<file path="config.mk">
export PLATFORM = sky130hd
export DESIGN_NAME = op_scheduler_flat
export DESIGN_NICKNAME = d
export VERILOG_FILES = /design/src/rtl/op_scheduler_if.sv /design/src/rtl/op_scheduler.sv /design/src/flat_wrapper.sv
export SDC_FILE = /design/constraint.sdc
export NUM_CORES = 1
export LEC_CHECK = 0
export CAP_MARGIN = 25
export CELL_PAD_IN_SITES_DETAIL_PLACEMENT = 0
export CELL_PAD_IN_SITES_GLOBAL_PLACEMENT = 1
export CORE_MARGIN = 1
export CORE_UTILIZATION = 50
export CTS_CLUSTER_DIAMETER = 80
export DETAILED_ROUTE_END_ITERATION = 10
export PLACE_DENSITY = 0.95
export SLEW_MARGIN = 0
export SYNTH_ARGS = -nofsm -noshare
export SYNTH_HDL_FRONTEND = slang
export SYNTH_SLANG_ARGS = --single-unit
</file>
<file path="constraint.sdc">
create_clock -name clk -period 4.95 [get_ports clk]
set_input_delay 1.485 -clock clk [delete_from_list [all_inputs] [get_ports clk]]
set_output_delay 1.485 -clock clk [all_outputs]
set_load 0.05 [all_outputs]
</file>
<file path="src/rtl/op_scheduler_if.sv">
// Host command, controller issue and completion signals of op_scheduler.
// The scheduler uses the master modport; the host/controller side uses slave.
interface op_scheduler_if #(
  parameter int ADDR_WIDTH  = 10,
  parameter int TAG_WIDTH   = 4,
  parameter int DEPTH_WIDTH = 2
) ();
  logic                   cmd_valid;
  logic                   cmd_ready;
  logic [1:0]             cmd_opcode;
  logic [ADDR_WIDTH-1:0]  cmd_op1_addr;
  logic [ADDR_WIDTH-1:0]  cmd_op2_addr;
  logic [ADDR_WIDTH-1:0]  cmd_out_addr;
  logic [TAG_WIDTH-1:0]   cmd_tag;

  logic                   ctrl_config_en;
  logic [1:0]             ctrl_opcode;
  logic [ADDR_WIDTH-1:0]  ctrl_op1_base_addr;
  logic [ADDR_WIDTH-1:0]  ctrl_op2_base_addr;
  logic [ADDR_WIDTH-1:0]  ctrl_out_base_addr;
  logic                   ctrl_done;

  logic                   cpl_valid;
  logic                   cpl_ready;
  logic [TAG_WIDTH-1:0]   cpl_tag;
  logic                   cpl_error;

  logic                   busy;
  logic [DEPTH_WIDTH:0]   queue_count;

  modport master (
    input  cmd_valid, cmd_opcode, cmd_op1_addr, cmd_op2_addr, cmd_out_addr, cmd_tag,
    output cmd_ready,
    output ctrl_config_en, ctrl_opcode, ctrl_op1_base_addr, ctrl_op2_base_addr,
           ctrl_out_base_addr,
    input  ctrl_done,
    output cpl_valid, cpl_tag, cpl_error,
    input  cpl_ready,
    output busy, queue_count
  );

  modport slave (
    output cmd_valid, cmd_opcode, cmd_op1_addr, cmd_op2_addr, cmd_out_addr, cmd_tag,
    input  cmd_ready,
    input  ctrl_config_en, ctrl_opcode, ctrl_op1_base_addr, ctrl_op2_base_addr,
           ctrl_out_base_addr,
    output ctrl_done,
    input  cpl_valid, cpl_tag, cpl_error,
    output cpl_ready,
    input  busy, queue_count
  );
endinterface

</file>
<file path="src/rtl/op_scheduler.sv">
// Command FIFO plus one-at-a-time issue sequencer for the LWE arithmetic controller.
// Optional RUN watchdog enabled by defining OP_SCHED_TIMEOUT_EN.
module op_scheduler #(
  parameter int ADDR_WIDTH     = 10,
  parameter int TAG_WIDTH      = 4,
  parameter int DEPTH          = 4,
  parameter int DEPTH_WIDTH    = 2,
  parameter int TIMEOUT_CYCLES = 64
) (
  input logic           clk,
  input logic           rst_n,
  op_scheduler_if.master bus
);

  typedef enum logic [2:0] {IDLE, ISSUE, SETTLE, RUN, CPL} state_e;

  typedef struct packed {
    logic [1:0]            opcode;
    logic [ADDR_WIDTH-1:0] op1;
    logic [ADDR_WIDTH-1:0] op2;
    logic [ADDR_WIDTH-1:0] out;
    logic [TAG_WIDTH-1:0]  tag;
  } cmd_t;

  localparam logic [DEPTH_WIDTH:0] FULL_COUNT = (DEPTH_WIDTH+1)'(DEPTH);

  cmd_t                   mem_q [DEPTH];
  cmd_t                   cmd_in;
  cmd_t                   issue_q;
  logic [DEPTH_WIDTH-1:0] wr_ptr_q, wr_ptr_d;
  logic [DEPTH_WIDTH-1:0] rd_ptr_q, rd_ptr_d;
  logic [DEPTH_WIDTH:0]   count_q, count_d;
  state_e                 state_q;
  logic                   config_en_q;
  logic                   cpl_valid_q;
  logic [TAG_WIDTH-1:0]   cpl_tag_q;
  logic                   push, pop;

  assign cmd_in = {bus.cmd_opcode, bus.cmd_op1_addr, bus.cmd_op2_addr,
                   bus.cmd_out_addr, bus.cmd_tag};

  // Ready depends only on registered occupancy, so a same-cycle pop never opens it.
  assign bus.cmd_ready = (count_q != FULL_COUNT);
  assign push          = bus.cmd_valid && bus.cmd_ready;
  assign pop           = (state_q == IDLE) && (count_q != '0);

  always_comb begin
    // NOTE: every always_comb output gets a default first so no path can infer a latch.
    wr_ptr_d = wr_ptr_q;
    rd_ptr_d = rd_ptr_q;
    count_d  = count_q;
    if (push) wr_ptr_d = wr_ptr_q + 1'b1;
    if (pop)  rd_ptr_d = rd_ptr_q + 1'b1;
    case ({push, pop})
      2'b10:   count_d = count_q + 1'b1;
      2'b01:   count_d = count_q - 1'b1;
      default: count_d = count_q;
    endcase
  end

  always_ff @(posedge clk) begin
    // NOTE: sequential state uses non-blocking assignments so every register samples pre-edge values.
    if (!rst_n) begin
      wr_ptr_q <= '0;
      rd_ptr_q <= '0;
      count_q  <= '0;
    end else begin
      wr_ptr_q <= wr_ptr_d;
      rd_ptr_q <= rd_ptr_d;
      count_q  <= count_d;
    end
  end

  // NOTE: storage is left unreset; pointers and count alone define which entries are valid.
  always_ff @(posedge clk) begin
    if (push) mem_q[wr_ptr_q] <= cmd_in;
  end

`ifdef OP_SCHED_TIMEOUT_EN
  localparam int CNT_W = $clog2(TIMEOUT_CYCLES + 1);
  logic [CNT_W-1:0] run_cnt_q;
  logic             cpl_error_q;
`endif

  always_ff @(posedge clk) begin
    if (!rst_n) begin
      state_q     <= IDLE;
      issue_q     <= '0;
      config_en_q <= 1'b0;
      cpl_valid_q <= 1'b0;
      cpl_tag_q   <= '0;
`ifdef OP_SCHED_TIMEOUT_EN
      run_cnt_q   <= '0;
      cpl_error_q <= 1'b0;
`endif
    end else begin
      config_en_q <= 1'b0;
      case (state_q)
        IDLE: begin
          if (pop) begin
            issue_q     <= mem_q[rd_ptr_q];
            config_en_q <= 1'b1;
            state_q     <= ISSUE;
          end
        end
        ISSUE: state_q <= SETTLE;
        // Done seen here is the previous op's stale level; it is not looked at.
        SETTLE: begin
          state_q <= RUN;
`ifdef OP_SCHED_TIMEOUT_EN
          run_cnt_q <= '0;
`endif
        end
        RUN: begin
          if (bus.ctrl_done) begin
            state_q     <= CPL;
            cpl_valid_q <= 1'b1;
            cpl_tag_q   <= issue_q.tag;
`ifdef OP_SCHED_TIMEOUT_EN
            cpl_error_q <= 1'b0;
          end else if (run_cnt_q == CNT_W'(TIMEOUT_CYCLES - 1)) begin
            state_q     <= CPL;
            cpl_valid_q <= 1'b1;
            cpl_tag_q   <= issue_q.tag;
            cpl_error_q <= 1'b1;
          end else begin
            run_cnt_q <= run_cnt_q + 1'b1;
`endif
          end
        end
        CPL: begin
          if (bus.cpl_ready) begin
            cpl_valid_q <= 1'b0;
            state_q     <= IDLE;
          end
        end
        default: state_q <= IDLE;
      endcase
    end
  end

  assign bus.ctrl_config_en     = config_en_q;
  assign bus.ctrl_opcode        = issue_q.opcode;
  assign bus.ctrl_op1_base_addr = issue_q.op1;
  assign bus.ctrl_op2_base_addr = issue_q.op2;
  assign bus.ctrl_out_base_addr = issue_q.out;
  assign bus.cpl_valid          = cpl_valid_q;
  assign bus.cpl_tag            = cpl_tag_q;
`ifdef OP_SCHED_TIMEOUT_EN
  assign bus.cpl_error          = cpl_error_q;
`else
  assign bus.cpl_error          = 1'b0;
`endif
  assign bus.busy               = (state_q != IDLE);
  assign bus.queue_count        = count_q;

endmodule

</file>
<file path="src/flat_wrapper.sv">
// flat-port wrapper written by rule: the top's interface ports become plain ports
module op_scheduler_flat 
#(
  parameter int ADDR_WIDTH     = 10,
  parameter int TAG_WIDTH      = 4,
  parameter int DEPTH          = 4,
  parameter int DEPTH_WIDTH    = 2,
  parameter int TIMEOUT_CYCLES = 64
)
  (clk, rst_n, bus_cmd_valid, bus_cmd_opcode, bus_cmd_op1_addr, bus_cmd_op2_addr, bus_cmd_out_addr, bus_cmd_tag, bus_cmd_ready, bus_ctrl_config_en, bus_ctrl_opcode, bus_ctrl_op1_base_addr, bus_ctrl_op2_base_addr, bus_ctrl_out_base_addr, bus_ctrl_done, bus_cpl_valid, bus_cpl_tag, bus_cpl_error, bus_cpl_ready, bus_busy, bus_queue_count);
  op_scheduler_if #(.ADDR_WIDTH(ADDR_WIDTH), .TAG_WIDTH(TAG_WIDTH), .DEPTH_WIDTH(DEPTH_WIDTH)) bus_i ();
  input logic clk;
  input logic rst_n;
  input wire logic [$bits(bus_i.cmd_valid)-1:0] bus_cmd_valid;
  input wire logic [$bits(bus_i.cmd_opcode)-1:0] bus_cmd_opcode;
  input wire logic [$bits(bus_i.cmd_op1_addr)-1:0] bus_cmd_op1_addr;
  input wire logic [$bits(bus_i.cmd_op2_addr)-1:0] bus_cmd_op2_addr;
  input wire logic [$bits(bus_i.cmd_out_addr)-1:0] bus_cmd_out_addr;
  input wire logic [$bits(bus_i.cmd_tag)-1:0] bus_cmd_tag;
  output wire logic [$bits(bus_i.cmd_ready)-1:0] bus_cmd_ready;
  output wire logic [$bits(bus_i.ctrl_config_en)-1:0] bus_ctrl_config_en;
  output wire logic [$bits(bus_i.ctrl_opcode)-1:0] bus_ctrl_opcode;
  output wire logic [$bits(bus_i.ctrl_op1_base_addr)-1:0] bus_ctrl_op1_base_addr;
  output wire logic [$bits(bus_i.ctrl_op2_base_addr)-1:0] bus_ctrl_op2_base_addr;
  output wire logic [$bits(bus_i.ctrl_out_base_addr)-1:0] bus_ctrl_out_base_addr;
  input wire logic [$bits(bus_i.ctrl_done)-1:0] bus_ctrl_done;
  output wire logic [$bits(bus_i.cpl_valid)-1:0] bus_cpl_valid;
  output wire logic [$bits(bus_i.cpl_tag)-1:0] bus_cpl_tag;
  output wire logic [$bits(bus_i.cpl_error)-1:0] bus_cpl_error;
  input wire logic [$bits(bus_i.cpl_ready)-1:0] bus_cpl_ready;
  output wire logic [$bits(bus_i.busy)-1:0] bus_busy;
  output wire logic [$bits(bus_i.queue_count)-1:0] bus_queue_count;
  assign bus_i.cmd_valid = bus_cmd_valid;
  assign bus_i.cmd_opcode = bus_cmd_opcode;
  assign bus_i.cmd_op1_addr = bus_cmd_op1_addr;
  assign bus_i.cmd_op2_addr = bus_cmd_op2_addr;
  assign bus_i.cmd_out_addr = bus_cmd_out_addr;
  assign bus_i.cmd_tag = bus_cmd_tag;
  assign bus_cmd_ready = bus_i.cmd_ready;
  assign bus_ctrl_config_en = bus_i.ctrl_config_en;
  assign bus_ctrl_opcode = bus_i.ctrl_opcode;
  assign bus_ctrl_op1_base_addr = bus_i.ctrl_op1_base_addr;
  assign bus_ctrl_op2_base_addr = bus_i.ctrl_op2_base_addr;
  assign bus_ctrl_out_base_addr = bus_i.ctrl_out_base_addr;
  assign bus_i.ctrl_done = bus_ctrl_done;
  assign bus_cpl_valid = bus_i.cpl_valid;
  assign bus_cpl_tag = bus_i.cpl_tag;
  assign bus_cpl_error = bus_i.cpl_error;
  assign bus_i.cpl_ready = bus_cpl_ready;
  assign bus_busy = bus_i.busy;
  assign bus_queue_count = bus_i.queue_count;
  op_scheduler #(.ADDR_WIDTH(ADDR_WIDTH), .TAG_WIDTH(TAG_WIDTH), .DEPTH(DEPTH), .DEPTH_WIDTH(DEPTH_WIDTH), .TIMEOUT_CYCLES(TIMEOUT_CYCLES)) u_core (.clk(clk), .rst_n(rst_n), .bus(bus_i));
endmodule
</file>
# Word-level counts from Yosys, hierarchy flattened
# Memory sizes are Yosys's and may differ from the RTL's. A register that Yosys moved wholly into a read port is not among the register bits.
# Index checks and enable logic that the tools add are counted.
# Widths: inputs -> output; s select.
# word_totals
register_bits	16
ramBits	144
inputBits	41
output_inout_bits	44
elab_cells	46
n_memories	1
# memory_table
memory	depth	word_bits	rd	rd_clocked_by_memory_dff	write_ports	line	source
u_core.mem_q	4	36	1	1	1	op_scheduler.sv:27	cmd_t mem_q [DEPTH];
# classes
n_addsub	4
eq_ne	10
muxes	11
n_reduce_logical	13
# ops
cell	n
$pmux 3 s5	1
$mux 3	3
$eq 3x2->1 const B	2
$pmux 3 s2	1
$reduce_and 2->1	3
$reduce_and 3->1	2
$reduce_bool 3->1	2
$mux 1	5
$add 2x1->2 const B	2
$ne 2x2->1 const B	2
$reduce_bool 2->1	2
$add 3x1->3 const B	1
$eq 3x1->1 const B	1
$eq 3x3->1 const B	1
$logic_not 3->1	1
$ne 3x3->1 const B	1
$sub 3x1->3 const B	1
$eq 2x1->1 const B	1
$eq 2x2->1 const B	1
$logic_and 1x1->1	2
$ne 2x1->1 const B	1
$pmux 1 s2	1
$logic_not 1->1	1

# Logic depth before layout (Yosys ltp)
# depth
word_depth	4
mapped_depth	11
mapped_depth_nobuf	8

# Least setup slack after synthesis
# No wires, ideal clock.
# synth_path
path_type	input-to-reg
from	input bus_cmd_valid
to	memory u_core.mem_q[3][0] in the netlist's numbering (enable)
setup_time_ns	0.397
t_arrival_ns	2.662
required_ns	4.553
path_slack_ns	1.891
cell_stages	2
n_path_buf	1
cell_sequence	buf_1 and3_1
# synth_between
elab_chain_len	3
# synth_lines
element	line	source
start, declared	flat_wrapper.sv:14	input wire logic [$bits(bus_i.cmd_valid)-1:0] bus_cmd_valid;
$logic_and 1x1->1	op_scheduler.sv:44	assign push = bus.cmd_valid && bus.cmd_ready;
$mux 1	op_scheduler.sv:76	if (push) mem_q[wr_ptr_q] <= cmd_in;
$mux 1 (not written as such)	op_scheduler.sv:76	
end, declared	op_scheduler.sv:27	
# Every way passes these cells.

# Worst setup path after layout
# layout_path
from	register u_core.state_q[1]
to	output bus_busy
# layout_between
elab_chain_len	1
# layout_lines
element	line	source
start, declared	op_scheduler.sv:33	state_e state_q;
start signal, assigned	op_scheduler.sv:87	state_q <= IDLE;
start signal, assigned	op_scheduler.sv:103	state_q <= ISSUE;
start signal, assigned	op_scheduler.sv:106	ISSUE: state_q <= SETTLE;
$reduce_bool 3->1	op_scheduler.sv:154	assign bus.busy = (state_q != IDLE);
end, declared	flat_wrapper.sv:31	output wire logic [$bits(bus_i.busy)-1:0] bus_busy;
# Every way passes these cells.

==> impl_results.md <==
* Status: completed
* Fin crit share at 73.30%
* NumNets Final at 525
* Commonest non-fill, non-tap cell in the layout: edfxtp_1
* Clock buffer depth at 2
* CP max FO at 8
* Crit-path max cell delay at 0.90 ns
* CP max-delay cell: clkdlybuf4s50_1
* Vias at 3838
* Seq/Total Area, Yosys at 71.63%
* Relative slew slack at 33.34%
* Tot GR Track Use at 18.45%
* Worst VDD drop at 0.3295 mV
* Syn-to-layout area delta at 16.37%
* Reg2Reg Depth at 8
* Avg Vias per Cell at 5.686
* Die Height at 124.4 um
* Unrepaired setup endpoints after global routing: no
* Pre-Repair DR Iteration Count at 4
* DP HPWL at 8.335 mm
* Final core occ at 59.74%
* Pwr dens at 559.2 mW/mm2
* CTS tree: yes
* DRC at 0
* Final wirelength at 13.70 mm
* Die area at 0.01547 mm2
* Reg2Reg Setup Slack at 1.76 ns
* TNS Setup at 0 ns
* Setup crit start kind: register
* # IOs at 85
* Final hold viol count at 0
* Fin. max-slew vios at 0
* Synth Cell Area at 0.007490 mm2
* Port Buffer Count at 83
* WP depth at 2
* Clock skew at 0.008166 ns
* Detail Route Antenna Nets at 0
* Initial Util at 51.34%
* CP delay by family, top: buffers and inverters
* WS Path Type: register to output pin
* CTS HTree Levels at 4
* TritonCTS Buffers at 17
* Clock Sinks at 196
* Final setup violation count at 0
* Ys async rst share at 0%
* Maxcap violations at 0
* Crit path to: bus_busy
* Syn Area/Cell at 17.50 um2
* CTS clk-pin slew, worst paths at 0.06 ns
* # hold bufs at CTS at 0
* Final min period at 3.628 ns
* Number of synthesized flops with an enable pin at 144
* ANT cells at 0
* YS warnings at 0
* Initial antenna violation count at 0
* Detailed-route wire length per cell at 20.30 um
* Worst Setup End Kind: output pin
* Worst R2R Start: u_core.state_q[0]
* First-pass GRT wire length at 21.42 mm
* GRT overflow at 0
* WP data arrival at 2.14 ns
* Post-route non-filler standard cell count at 675
* Post-synth cell types at 36
* Fmax at 275.6 MHz
* Synthesized Nets at 475
* Clk_lat worst skew at 0.42 ns
* Leakage power at 2.823 nW
* Gates resized, CTS repair at 0
* Cell count after synthesis at 428
* Hold_ws at 0.4620 ns
* Critical register-to-register path endpoint: u_core.bus.queue_count[2]
* Crit path cell chain: or3_1, clkdlybuf4s50_1
* Ys flop type: edfxtp_1
* Layout cells sized above 1 at 16.70%
* Rows at 44
* Tightest Pin Transition at 0.9999 ns
* Worst Path Buf+Inv at 1
* Crit path from: u_core.state_q[1]
* Core Region at 0.01459 mm2
* Most frequent cells in the layout: edfxtp_1, clkdlybuf4s50_1, dfxtp_1
* Inst Count DP at 643
* Largest net degree at the start of global routing at 39
* Number of global-route vias before repair at 3975
* Setup Fix Bufs, Post-CTS at 0
* Worst hold path type: register to register
* Critical path data required time at 3.46 ns
* Die span in x at 124.4 um
* 1st-iter DRT viols at 268
* Root Driver: clkbuf_16
* Placer Congestion at 0.6916
* Yosys reg bits at 196
cell usage after synthesis, types with 2 or more instances:
library cell	n	area share, %
a21o_1	2	0.20
ha_1	5	0.84
a21oi_1	9	0.60
nand2_1	37	1.9
nor3_1	2	0.13
nor2_1	8	0.40
o2bb2ai_1	33	3.9
o2bb2ai_2	3	0.60
mux2i_1	4	0.53
or3_1	3	0.25
a31oi_1	2	0.17
inv_1	9	0.45
xor2_1	2	0.23
dfxtp_1	52	14
edfxtp_1	144	58
buf_2	4	0.27
nand3_1	2	0.13
and3_1	4	0.33
mux4_2	36	11
buf_6	6	0.90
clkbuf_1	9	0.45
buf_4	36	3.6
o21ai_0	3	0.20
worst min-delay path: stages (launching register included):
cell	delay (ns)
dfxtp_1	0.31
nand2_1	0.05
o2bb2ai_1	0.06
layout make-up:
type / count / area [um2]
clock buffers: 21 / 460.4
multi-input cells: 167 / 1705
flip-flops and latches: 196 / 5368
repair buffers: 87 / 855.8
clock inverters: 11 / 62.56
well taps: 184 / 230.2
fillers: 1027 / 5873
inverters: 9 / 33.78
cell families after synthesis:
group | count (synthesis) | synth area share, %
AO/OA/AOI/OAI | 54 | 5.830
XOR/XNOR | 2 | 0.2339
adder cells (fa/ha/maj) | 6 | 1.103
AND/OR/NAND/NOR | 64 | 4.060
other | 1 | 0.05007
flip-flops | 196 | 71.63
buffers and inverters | 65 | 5.730
multiplexers | 40 | 11.36
worst min-delay path by stage:
stage,endpoint,startpoint,slack (ns),depth (start not counted)
global route,u_core.bus.ctrl_out_base_addr[6],u_core.bus.ctrl_out_base_addr[6],0.48,2
CTS,u_core.bus.ctrl_op1_base_addr[6],u_core.bus.ctrl_op1_base_addr[6],0.47,2
finish,u_core.bus.ctrl_op1_base_addr[6],u_core.bus.ctrl_op1_base_addr[6],0.46,2
floorplan,u_core.issue_q[3],u_core.issue_q[3],0.44,2
detailed placement,u_core.bus.ctrl_out_base_addr[3],u_core.bus.ctrl_out_base_addr[3],0.46,2
global placement,u_core.issue_q[3],u_core.issue_q[3],0.45,2
report_power, final:
group / leakage [nW] / switching, mW / internal (mW) / total, mW
Clock: 0.261 / 0.546 / 0.661 / 1.21
Combinational: 0.815 / 0.922 / 0.548 / 1.47
Sequential: 1.75 / 0.175 / 2.02 / 2.20
Total: 2.82 / 1.64 / 3.23 / 4.87
through the flow:
stage | instance area [um2] | total power [mW] | worst slack [ns]
3_5_place_dp | 8193 | 3.703 | 1.330
2_1_floorplan | 7490 | 3.406 | 1.891
5_1_grt | 8716 | 5.068 | 1.244
3_3_place_gp | 8185 | 3.649 | 1.421
4_1_cts | 8716 | 4.914 | 1.282
6_report | 8716 | 4.874 | 1.322
metal layers:
| metal | GRT usage [%] | part of all wire, % | vias up | wire [um] |
|---|---|---|---|---|
| li1 | - | - | 1719 | - |
| met1 | 23.24 | 41 | 1976 | 5683 |
| met2 | 31.30 | 53 | 126 | 7218 |
| met3 | 4.124 | 4.3 | 17 | 585 |
| met4 | 6.733 | 1.6 | 0 | 217 |
| met5 | 0 | 0 | - | 0 |
flip-flops by register name, indices dropped and copies added (netlist names):
| register | cells |
|---|---|
| u_core.state_q | 3 |
| u_core.bus.ctrl_config_en | 1 |
| u_core.bus.ctrl_op1_base_addr | 10 |
| u_core.wr_ptr_q | 2 |
| u_core.bus.ctrl_out_base_addr | 10 |
| u_core.mem_q | 144 |
| u_core.bus.ctrl_op2_base_addr | 10 |
| u_core.bus.ctrl_opcode | 2 |
| u_core.bus.cpl_tag | 4 |
| u_core.rd_ptr_q | 2 |
| u_core.bus.cpl_valid | 1 |
| u_core.issue_q | 4 |
| u_core.bus.queue_count | 3 |
Note: power is estimated with default switching activity, not from simulation.
